### src/rtl/key_pulse_gen.sv
// Pushbutton conditioner: synchronizes and debounces a raw key, then emits single-cycle
// pulses on each accepted press and, optionally, periodic repeat pulses while held.
module key_pulse_gen #(
    parameter int unsigned SYNC_STAGES     = 2,
    parameter int unsigned DEBOUNCE_CYCLES = 1000000,
    parameter int unsigned REPEAT_DELAY    = 25000000,
    parameter int unsigned REPEAT_PERIOD   = 5000000,
    parameter int unsigned KEY_ACTIVE_LOW  = 1,
    parameter int unsigned COUNT_W         = 16
) (
    input  logic               clock,
    input  logic               rst,
    input  logic               key_in,
    input  logic               repeat_en,
    output logic               pulse,
    output logic               key_level,
    output logic [COUNT_W-1:0] press_count
);

    localparam int unsigned CNT_W = 32;

    localparam logic [CNT_W-1:0] DEB_LAST = CNT_W'(DEBOUNCE_CYCLES - 1);
    localparam logic [CNT_W-1:0] DLY_LAST = CNT_W'(REPEAT_DELAY - 1);
    localparam logic [CNT_W-1:0] PER_LAST = CNT_W'(REPEAT_PERIOD - 1);

    // Raw key level that corresponds to "not pressed".
    localparam logic RELEASED_LVL = (KEY_ACTIVE_LOW != 0);

    typedef enum logic [2:0] {
        IDLE,
        DEB_PRESS,
        HELD,
        REPEAT,
        DEB_RELEASE
    } state_t;

    state_t             state_q;
    state_t             state_d;
    logic [CNT_W-1:0]   cnt_q;
    logic [CNT_W-1:0]   cnt_d;
    logic [CNT_W-1:0]   cnt_inc_c;
    logic               pulse_d;
    logic               level_d;
    logic [COUNT_W-1:0] count_d;
    logic               fire_c;
    logic               pressed_c;

    logic [SYNC_STAGES-1:0] sync_q;

    // Metastability synchronizer; reset loads the released level so no phantom press appears.
    always_ff @(posedge clock) begin
        if (rst) begin
            sync_q <= {SYNC_STAGES{RELEASED_LVL}};
        end else begin
            sync_q <= {sync_q[SYNC_STAGES-2:0], key_in};
        end
    end

    assign pressed_c = sync_q[SYNC_STAGES-1] ^ RELEASED_LVL;
    assign cnt_inc_c = cnt_q + CNT_W'(1);

    // State, timer and registered outputs.
    always_ff @(posedge clock) begin
        if (rst) begin
            state_q     <= IDLE;
            cnt_q       <= '0;
            pulse       <= 1'b0;
            key_level   <= 1'b0;
            press_count <= '0;
        end else begin
            state_q     <= state_d;
            cnt_q       <= cnt_d;
            pulse       <= pulse_d;
            key_level   <= level_d;
            press_count <= count_d;
        end
    end

    // Next-state logic; release always wins over a timer expiry in the same cycle.
    // A timer expiry that would follow a pulse directly is held off one cycle.
    always_comb begin
        state_d = state_q;
        cnt_d   = cnt_q;
        level_d = key_level;
        fire_c  = 1'b0;

        unique case (state_q)
            IDLE: begin
                cnt_d = '0;
                if (pressed_c) begin
                    state_d = DEB_PRESS;
                end
            end

            DEB_PRESS: begin
                if (!pressed_c) begin
                    state_d = IDLE;
                    cnt_d   = '0;
                end else if (cnt_q == DEB_LAST) begin
                    state_d = HELD;
                    cnt_d   = '0;
                    level_d = 1'b1;
                    fire_c  = 1'b1;
                end else begin
                    cnt_d = cnt_inc_c;
                end
            end

            HELD: begin
                if (!pressed_c) begin
                    state_d = DEB_RELEASE;
                    cnt_d   = '0;
                end else if (repeat_en && (cnt_q == DLY_LAST) && !pulse) begin
                    state_d = REPEAT;
                    cnt_d   = '0;
                    fire_c  = 1'b1;
                end else if (cnt_q != DLY_LAST) begin
                    cnt_d = cnt_inc_c;
                end
            end

            REPEAT: begin
                if (!pressed_c) begin
                    state_d = DEB_RELEASE;
                    cnt_d   = '0;
                end else if (!repeat_en) begin
                    state_d = HELD;
                    cnt_d   = '0;
                end else if (cnt_q == PER_LAST) begin
                    if (!pulse) begin
                        cnt_d  = '0;
                        fire_c = 1'b1;
                    end
                end else begin
                    cnt_d = cnt_inc_c;
                end
            end

            DEB_RELEASE: begin
                if (pressed_c) begin
                    state_d = HELD;
                    cnt_d   = '0;
                end else if (cnt_q == DEB_LAST) begin
                    state_d = IDLE;
                    cnt_d   = '0;
                    level_d = 1'b0;
                end else begin
                    cnt_d = cnt_inc_c;
                end
            end

            default: begin
                state_d = IDLE;
                cnt_d   = '0;
                level_d = 1'b0;
            end
        endcase

        pulse_d = fire_c;
        count_d = fire_c ? (press_count + COUNT_W'(1)) : press_count;
    end

endmodule

### config.mk
export PLATFORM = sky130hd
export DESIGN_NAME = key_pulse_gen
export DESIGN_NICKNAME = d
export VERILOG_FILES = /design/src/rtl/key_pulse_gen.sv
export SDC_FILE = /design/constraint.sdc
export NUM_CORES = 1
export LEC_CHECK = 0
export ABC_AREA = 1
export BUFFER_PORTS_ARGS = -buffer_cell sky130_fd_sc_hd__buf_4
export CORE_AREA = 8 8 94 96
export CTS_CLUSTER_DIAMETER = 50
export CTS_CLUSTER_SIZE = 24
export DETAILED_ROUTE_END_ITERATION = 10
export DIE_AREA = 0 0 102 104
export PLACE_DENSITY_LB_ADDON = 0.12
export SLEW_MARGIN = 10
export SYNTH_ARGS = -nofsm -noshare
export SYNTH_HDL_FRONTEND = slang
export SYNTH_SLANG_ARGS = --single-unit
### constraint.sdc
create_clock -name clock -period 2.35 [get_ports clock]
set_input_delay 0.3525 -clock clock [delete_from_list [all_inputs] [get_ports clock]]
set_output_delay 0.3525 -clock clock [all_outputs]
set_load 0.01 [all_outputs]
==> results.cfg, run 1 <==
[status]
result_of_the_run = completed

[worst_setup_path]
crit_type = reg2reg
rr_startpoint = cnt_q[0]
r2r-end = cnt_q[26]
crit_start = cnt_q[0]
critical_path.endpoint = cnt_q[26]
worst_path_max_delay_cell = dfxtp_1
worstRegToRegCells = 12
crit_path_max_fanout = 15
rrSetupSlack_ns = 0.20
slowest_delay_ns = 0.38
worstPathRequired_ns = 2.55
path_common_cell = nand2_4
worstPathBufferInverterCount = 2
timing.critical_path.max_delay_family = simple AND/OR/NAND/NOR gates
path_depth = 12
cp_data_arrival_time_ns = 2.35
crit_path_cell_trace = ha_1 -> nand3_2 -> clkinv_2 -> nand2_4 -> nor2_4 -> nand3_1 -> nand2_1 -> nand3_2 -> clkinv_2 -> nand2_4 -> nand2_4 -> nor2_1
setup.worst_path.end_class = flip-flop
timing.critical_path.from_type = flip-flop

[die]
num_rows = 32
die_w_um = 102
initial_utilization_pct = 49.4
floorplan.core_area_mm2 = 0.00745
ioPinCount = 22
die_area_mm2 = 0.0106
die_h_um = 104

[final_layout]
n_fill_cell = 786
layout_commonest_cell = nand2_1
antenna_cells_inserted = 0
utilization_pct = 53.8
layout.cells.most_common_list = nand2_1 (118), nor2_1 (103), inv_1 (58), dfxtp_1 (55), nand3_1 (36)
area_growth_syn_to_layout_pct = 9.01
fraction_of_layout_cells_with_a_size_suffix_above_1_pct = 16.5
finish.net_count = 588

[timing]
fin_skew_ns = 0.0117
finalCritPeriodShare_pct = 91.4
hold_viol_final = 0
max-slew-margin-rel_pct = 65.3
fin_ws_ns = 0.202
hold-worst-slack_ns = 0.224
drv_slew = 0
finalSetupViolations = 0
rsz0062_at_grt = no
worst_slew_pin_slew_ns = 0.520
max_clock_freq_ghz = 0.465
layout_min_cycle_time_ns = 2.15
setup_total_negative_slack_ns = 0

[run]
timing.max_cap.violations = 0

[power]
ir_drop_mv = 0.341
cellLeakagePower_nw = 1.61
power.density_cell_area_mw_per_mm2 = 447

[clocking]
worst_skew_pair.late_latency_ns = 0.31
cts.clk_slew.worst_paths_ns = 0.10
tritoncts_clock_tree = done
cts_setup_buffers = 0
numClockSinks = 55
clockBufferDepth = 2
post_cts_resize_count = 0
cts_hold_buffers = 0
cts_made_buffers = 5
clock_tree.htree_level_count = 2
ctsRootBufferMaster = clkbuf_8

[yosys]
synth_fp_nets = 565
synthArstFlopShare_pct = 0
syn_area_per_cell_um2 = 6.58
yosysSeqAreaShare_pct = 29.9
synthesis.area_mm2 = 0.00368
number_of_distinct_library_cells_after_synthesis = 37
synthesis.instances = 559
yosysWarnings = 0
synth.ff_latch_count = 55
synthFlopType = dfxtp_1
synth_enable_flop_cells = 0

[global_routing]
grt_pass1_wl_um = 15600
grt_pass1_vias = 3333
track_usage_pct = 18.0
grt_antenna_before_repair = 0
grt_max_degree = 27
globalRouteOverflowTotal = 0

[placement]
gp_routability_congestion = 0.947
post-place-ws_ns = 0.207
detailed_place_hpwl_um = 7340
port_buffers = 21

[route]
first_pass_iters = 5
via_per_inst = 5.28
drt_drc = 0
routed-via-count = 3615
wl_um = 9360
dr.first_iter.drc_count = 190
detail_route.wl_per_cell_um = 13.7
final_antenna_net_count = 0

[worst_hold_path]
hold_path.class = in2reg
## layer usage
layer  up-vias  global-route usage (%)  share of wire, %
li1       1833                       -                 -
met1      1647                    22.3                45
met2       111                    29.8                47
met3        24                    2.95               4.4
met4         0                    7.56               3.2
met5         -                       0                 0
## synth_stat cells (3+ instances only)
master | count | area, um2
nand3b_1 | 4 | 30.0
nor4_1 | 3 | 18.8
clkbuf_1 | 4 | 15.0
a21oi_1 | 16 | 80.1
inv_2 | 10 | 37.5
nand3_2 | 3 | 30.0
nor3_1 | 32 | 160
nor2_2 | 6 | 37.5
nand2_2 | 12 | 75.1
nand2_1 | 118 | 443
nand4_1 | 20 | 125
nor2_4 | 17 | 191
dfxtp_1 | 55 | 1100
buf_4 | 4 | 30.0
nor3b_1 | 3 | 22.5
o21ai_0 | 9 | 45.0
nand2_4 | 6 | 67.6
nor2_1 | 103 | 387
nand3_1 | 36 | 180
inv_1 | 58 | 218
xor2_1 | 17 | 149
## flip-flops by register name, indices dropped and copies added, names as in the netlist
register     flops
cnt_q           32
key_level        1
press_count     16
pulse            1
state_q          3
sync_q           2
## worst reg2reg max path, delay by kind of cell, from the launching register on
family	cells	cell delay, ns
adder cells (fa/ha/maj)	1	0.22
flip-flops	1	0.38
buffers and inverters	2	0.22
AND/OR/NAND/NOR	9	1.21
## stage by stage
| stage | instances | area (um2) | total power [mW] |
|---|---|---|---|
| 2_1_floorplan | 559 | 3680 | 1.23 |
| 3_3_place_gp | 677 | 3930 | 1.28 |
| 3_5_place_dp | 677 | 3930 | 1.28 |
| 4_1_cts | 685 | 4010 | 1.81 |
| 5_1_grt | 685 | 4010 | 1.88 |
| 6_report | 685 | 4010 | 1.79 |
## cell type report
type / count / area (um2) / share of cell area [%]
Inverter: 72 / 273 / 6.80
Timing Repair Buffer: 26 / 195 / 4.87
Clock inverter: 2 / 12.5 / 0.312
Tap cell: 102 / 128 / 3.18
Multi-Input combinational cell: 422 / 2230 / 55.6
Sequential cell: 55 / 1100 / 27.5
Clock buffer: 6 / 72.6 / 1.81
## worst min path at each step
stage / start / to / slack, ns / cells past startpoint
after floorplan: sync_q[0] / sync_q[1] / 0.39 / 1
after global placement: sync_q[0] / sync_q[1] / 0.39 / 1
after detailed placement: sync_q[0] / sync_q[1] / 0.40 / 1
after CTS: key_in / sync_q[0] / 0.22 / 2
after global routing: key_in / sync_q[0] / 0.22 / 2
final: key_in / sync_q[0] / 0.22 / 2
## cell families (layout without fill, tap and decap cells)
group	after synthesis	after routing	synth area share [%]
AO/OA/AOI/OAI	31	31	4.49
XOR/XNOR	19	19	4.52
adder cells (fa/ha/maj)	2	2	0.680
buffers and inverters	82	106	9.49
flip-flops	55	55	29.9
AND/OR/NAND/NOR	370	370	50.9
## report_power, final
| group | switching [mW] | internal, mW | leakage, nW |
|---|---|---|---|
| Sequential | 0.0233 | 0.954 | 0.444 |
| Combinational | 0.200 | 0.0831 | 1.13 |
| Clock | 0.322 | 0.210 | 0.0412 |
| Total | 0.545 | 1.25 | 1.61 |
No activity file was read; power rests on OpenSTA's default activity.
==> run 2, diff against run 1 <==
Settings changed: CORE_AREA 8 8 94 96 to 8 8 103 115, DIE_AREA 0 0 102 104 to 0 0 111 123.
==> run 2 against run 1 <==
Net effect:
- first-iteration DRC count shrank 11%
- hold slack gained 0.013 ns
- global-route usage shrank 3.5 points
- die area grew 29%
- via count shrank 3.0%
- combinational power is essentially flat
- clock-buffer cell count shrank 1
- worst setup slack gained 0.071 ns
- cell count grew 3.2%
- wire length grew 5.8%
==> results.cfg, run 2 (synthesized netlist as in run 1, its figures left out) <==
[status]
result_of_the_run = completed

[placement]
detailed_place_hpwl_um = 7870
gp_routability_congestion = 0.936
dpl.cell_count = 699
port_buffers = 21

[timing]
hold-worst-slack_ns = 0.237
fin_skew_ns = 0.00667
drv_slew = 0
hold_viol_final = 0
layout_min_cycle_time_ns = 2.08
max_clock_freq_ghz = 0.481
setup_total_negative_slack_ns = 0
finalCritPeriodShare_pct = 88.4
rsz0062_at_grt = no
max-slew-margin-rel_pct = 70.4
worst_slew_pin_slew_ns = 0.443
finalSetupViolations = 0

[die]
die_h_um = 123
die_area_mm2 = 0.0137
initial_utilization_pct = 36.8
die_w_um = 111
floorplan.core_area_mm2 = 0.0100
ioPinCount = 22
num_rows = 39

[final_layout]
largest_register_ff_count = 32
layout_commonest_cell = nand2_1
reg.largest.list = cnt_q (32), press_count (16), state_q (3)
layout.cells.non_filler = 707
fraction_of_layout_cells_with_a_size_suffix_above_1_pct = 16.8
finish.net_count = 589
layout.cells.most_common_list = nand2_1 (118), nor2_1 (103), inv_1 (58), dfxtp_1 (55), nand3_1 (36)
antenna_cells_inserted = 0
registers.top_by_ff_count = cnt_q
area_growth_syn_to_layout_pct = 11.9

[worst_hold_path]
hold_startpoint = key_in
timing.hold.worst_path_depth = 2
worstHoldEndpoint = sync_q[0]
hold_path.class = in2reg

[worst_setup_path]
worst_path_max_delay_cell = dfxtp_1
rrSetupSlack_ns = 0.27
timing.critical_path.max_delay_family = simple AND/OR/NAND/NOR gates
slowest_delay_ns = 0.48
setup.worst_path.end_class = flip-flop
crit_path_cell_trace = nand2_2 -> nor2_4 -> nand3_1 -> nor2_2 -> nand3_1 -> nand2_1 -> nand3_2 -> clkinv_2 -> nand2_4 -> nand2_4 -> nor2_1
crit_start = cnt_q[20]
crit_path_max_fanout = 15
worstRegToRegCells = 11
worstPathRequired_ns = 2.53
path_depth = 11
cp_data_arrival_time_ns = 2.26
rr_startpoint = cnt_q[20]
worstPathBufferInverterCount = 1
crit_type = reg2reg
r2r-end = cnt_q[29]
timing.critical_path.from_type = flip-flop

[global_routing]
grt_antenna_before_repair = 0
groute.layer.met3.usage_pct = 2.38
grt_max_degree = 27
grt_use_met2_pct = 25.1
grt_busiest_layer = met2
grt_pass1_wl_um = 16100
grt_pass1_vias = 3290
global_route.usage.met1_pct = 16.9
globalRouteOverflowTotal = 0
track_usage_pct = 14.5

[clocking]
worst_skew_pair.late_latency_ns = 0.30
clockBufferDepth = 2
cts.clk_slew.worst_paths_ns = 0.08
post_cts_resize_count = 0
cts_setup_buffers = 0
ctsRootBufferMaster = clkbuf_16
cts_made_buffers = 5
clock_tree.htree_level_count = 2
cts_hold_buffers = 0
tritoncts_clock_tree = done
numClockSinks = 55

[power]
comb_power_share_pct = 13.8
total_switching_power_uw = 602
pwr-share-clk_pct = 38.4
ir_drop_mv = 0.360
seqPwrFrac_pct = 47.8
power.density_cell_area_mw_per_mm2 = 496
cellLeakagePower_nw = 1.65
switching_share_pct = 29.4
power_report.internal_total_mw = 1.44

[run]
timing.max_cap.violations = 0

[route]
routed-via-count = 3505
dr.first_iter.drc_count = 169
detail_route.wl_per_cell_um = 14.0
drt_drc = 0
wl_um = 9910
first_pass_iters = 4
final_antenna_net_count = 0
via_per_inst = 4.96
[run 2: per-stage QoR]
stage	utilization [%]	area (um2)	worst slack (ns)	total power [mW]
after floorplan	-	3680	0.539	1.23
after global placement	39.6	3960	0.302	1.28
after detailed placement	39.6	3960	0.267	1.28
after CTS	41.1	4110	0.238	2.08
after global routing	41.2	4120	0.0766	2.15
final	41.2	4120	0.273	2.04
[run 2: worst max path at each step]
stage | endpoint | slack [ns]
after floorplan | cnt_q[23] | 0.54
after global placement | press_count[3] | 0.30
final | cnt_q[29] | 0.27
after detailed placement | cnt_q[0] | 0.27
after CTS | cnt_q[29] | 0.24
after global routing | cnt_q[29] | 0.08
[run 2: power by group through the flow]
stage | clock [mW] | combinational, mW | sequential, mW
6_report | 0.785 | 0.283 | 0.977
3_5_place_dp | 0 | 0.281 | 0.998
2_1_floorplan | 0 | 0.233 | 0.993
4_1_cts | 0.818 | 0.283 | 0.976
5_1_grt | 0.849 | 0.316 | 0.981
3_3_place_gp | 0 | 0.281 | 0.998
[run 2: metal layers]
| layer | vias up | part of all wire (%) |
|---|---|---|
| li1 | 1824 | - |
| met5 | - | 0 |
| met2 | 72 | 48 |
| met3 | 21 | 3.4 |
| met1 | 1588 | 45 |
| met4 | 0 | 3.6 |
[run 2: worst reg2reg max path, stage by stage, from the launching register on]
cell and delay (ns):
dfxtp_1 0.48, nand2_2 0.14, nor2_4 0.19, nand3_1 0.11, nor2_2 0.23, nand3_1 0.10, nand2_1 0.10, nand3_2 0.09
clkinv_2 0.07, nand2_4 0.06, nand2_4 0.29, nor2_1 0.10
[run 2: cell type report]
| cell class | instances | area, um2 |
|---|---|---|
| fill | 1069 | 5890 |
| multi-input combinational | 422 | 2240 |
| sequential | 55 | 1100 |
| inverter | 72 | 273 |
| timing repair buffer | 27 | 203 |
| tap | 123 | 154 |
| clock buffer | 5 | 125 |
| clock inverter | 3 | 26.3 |
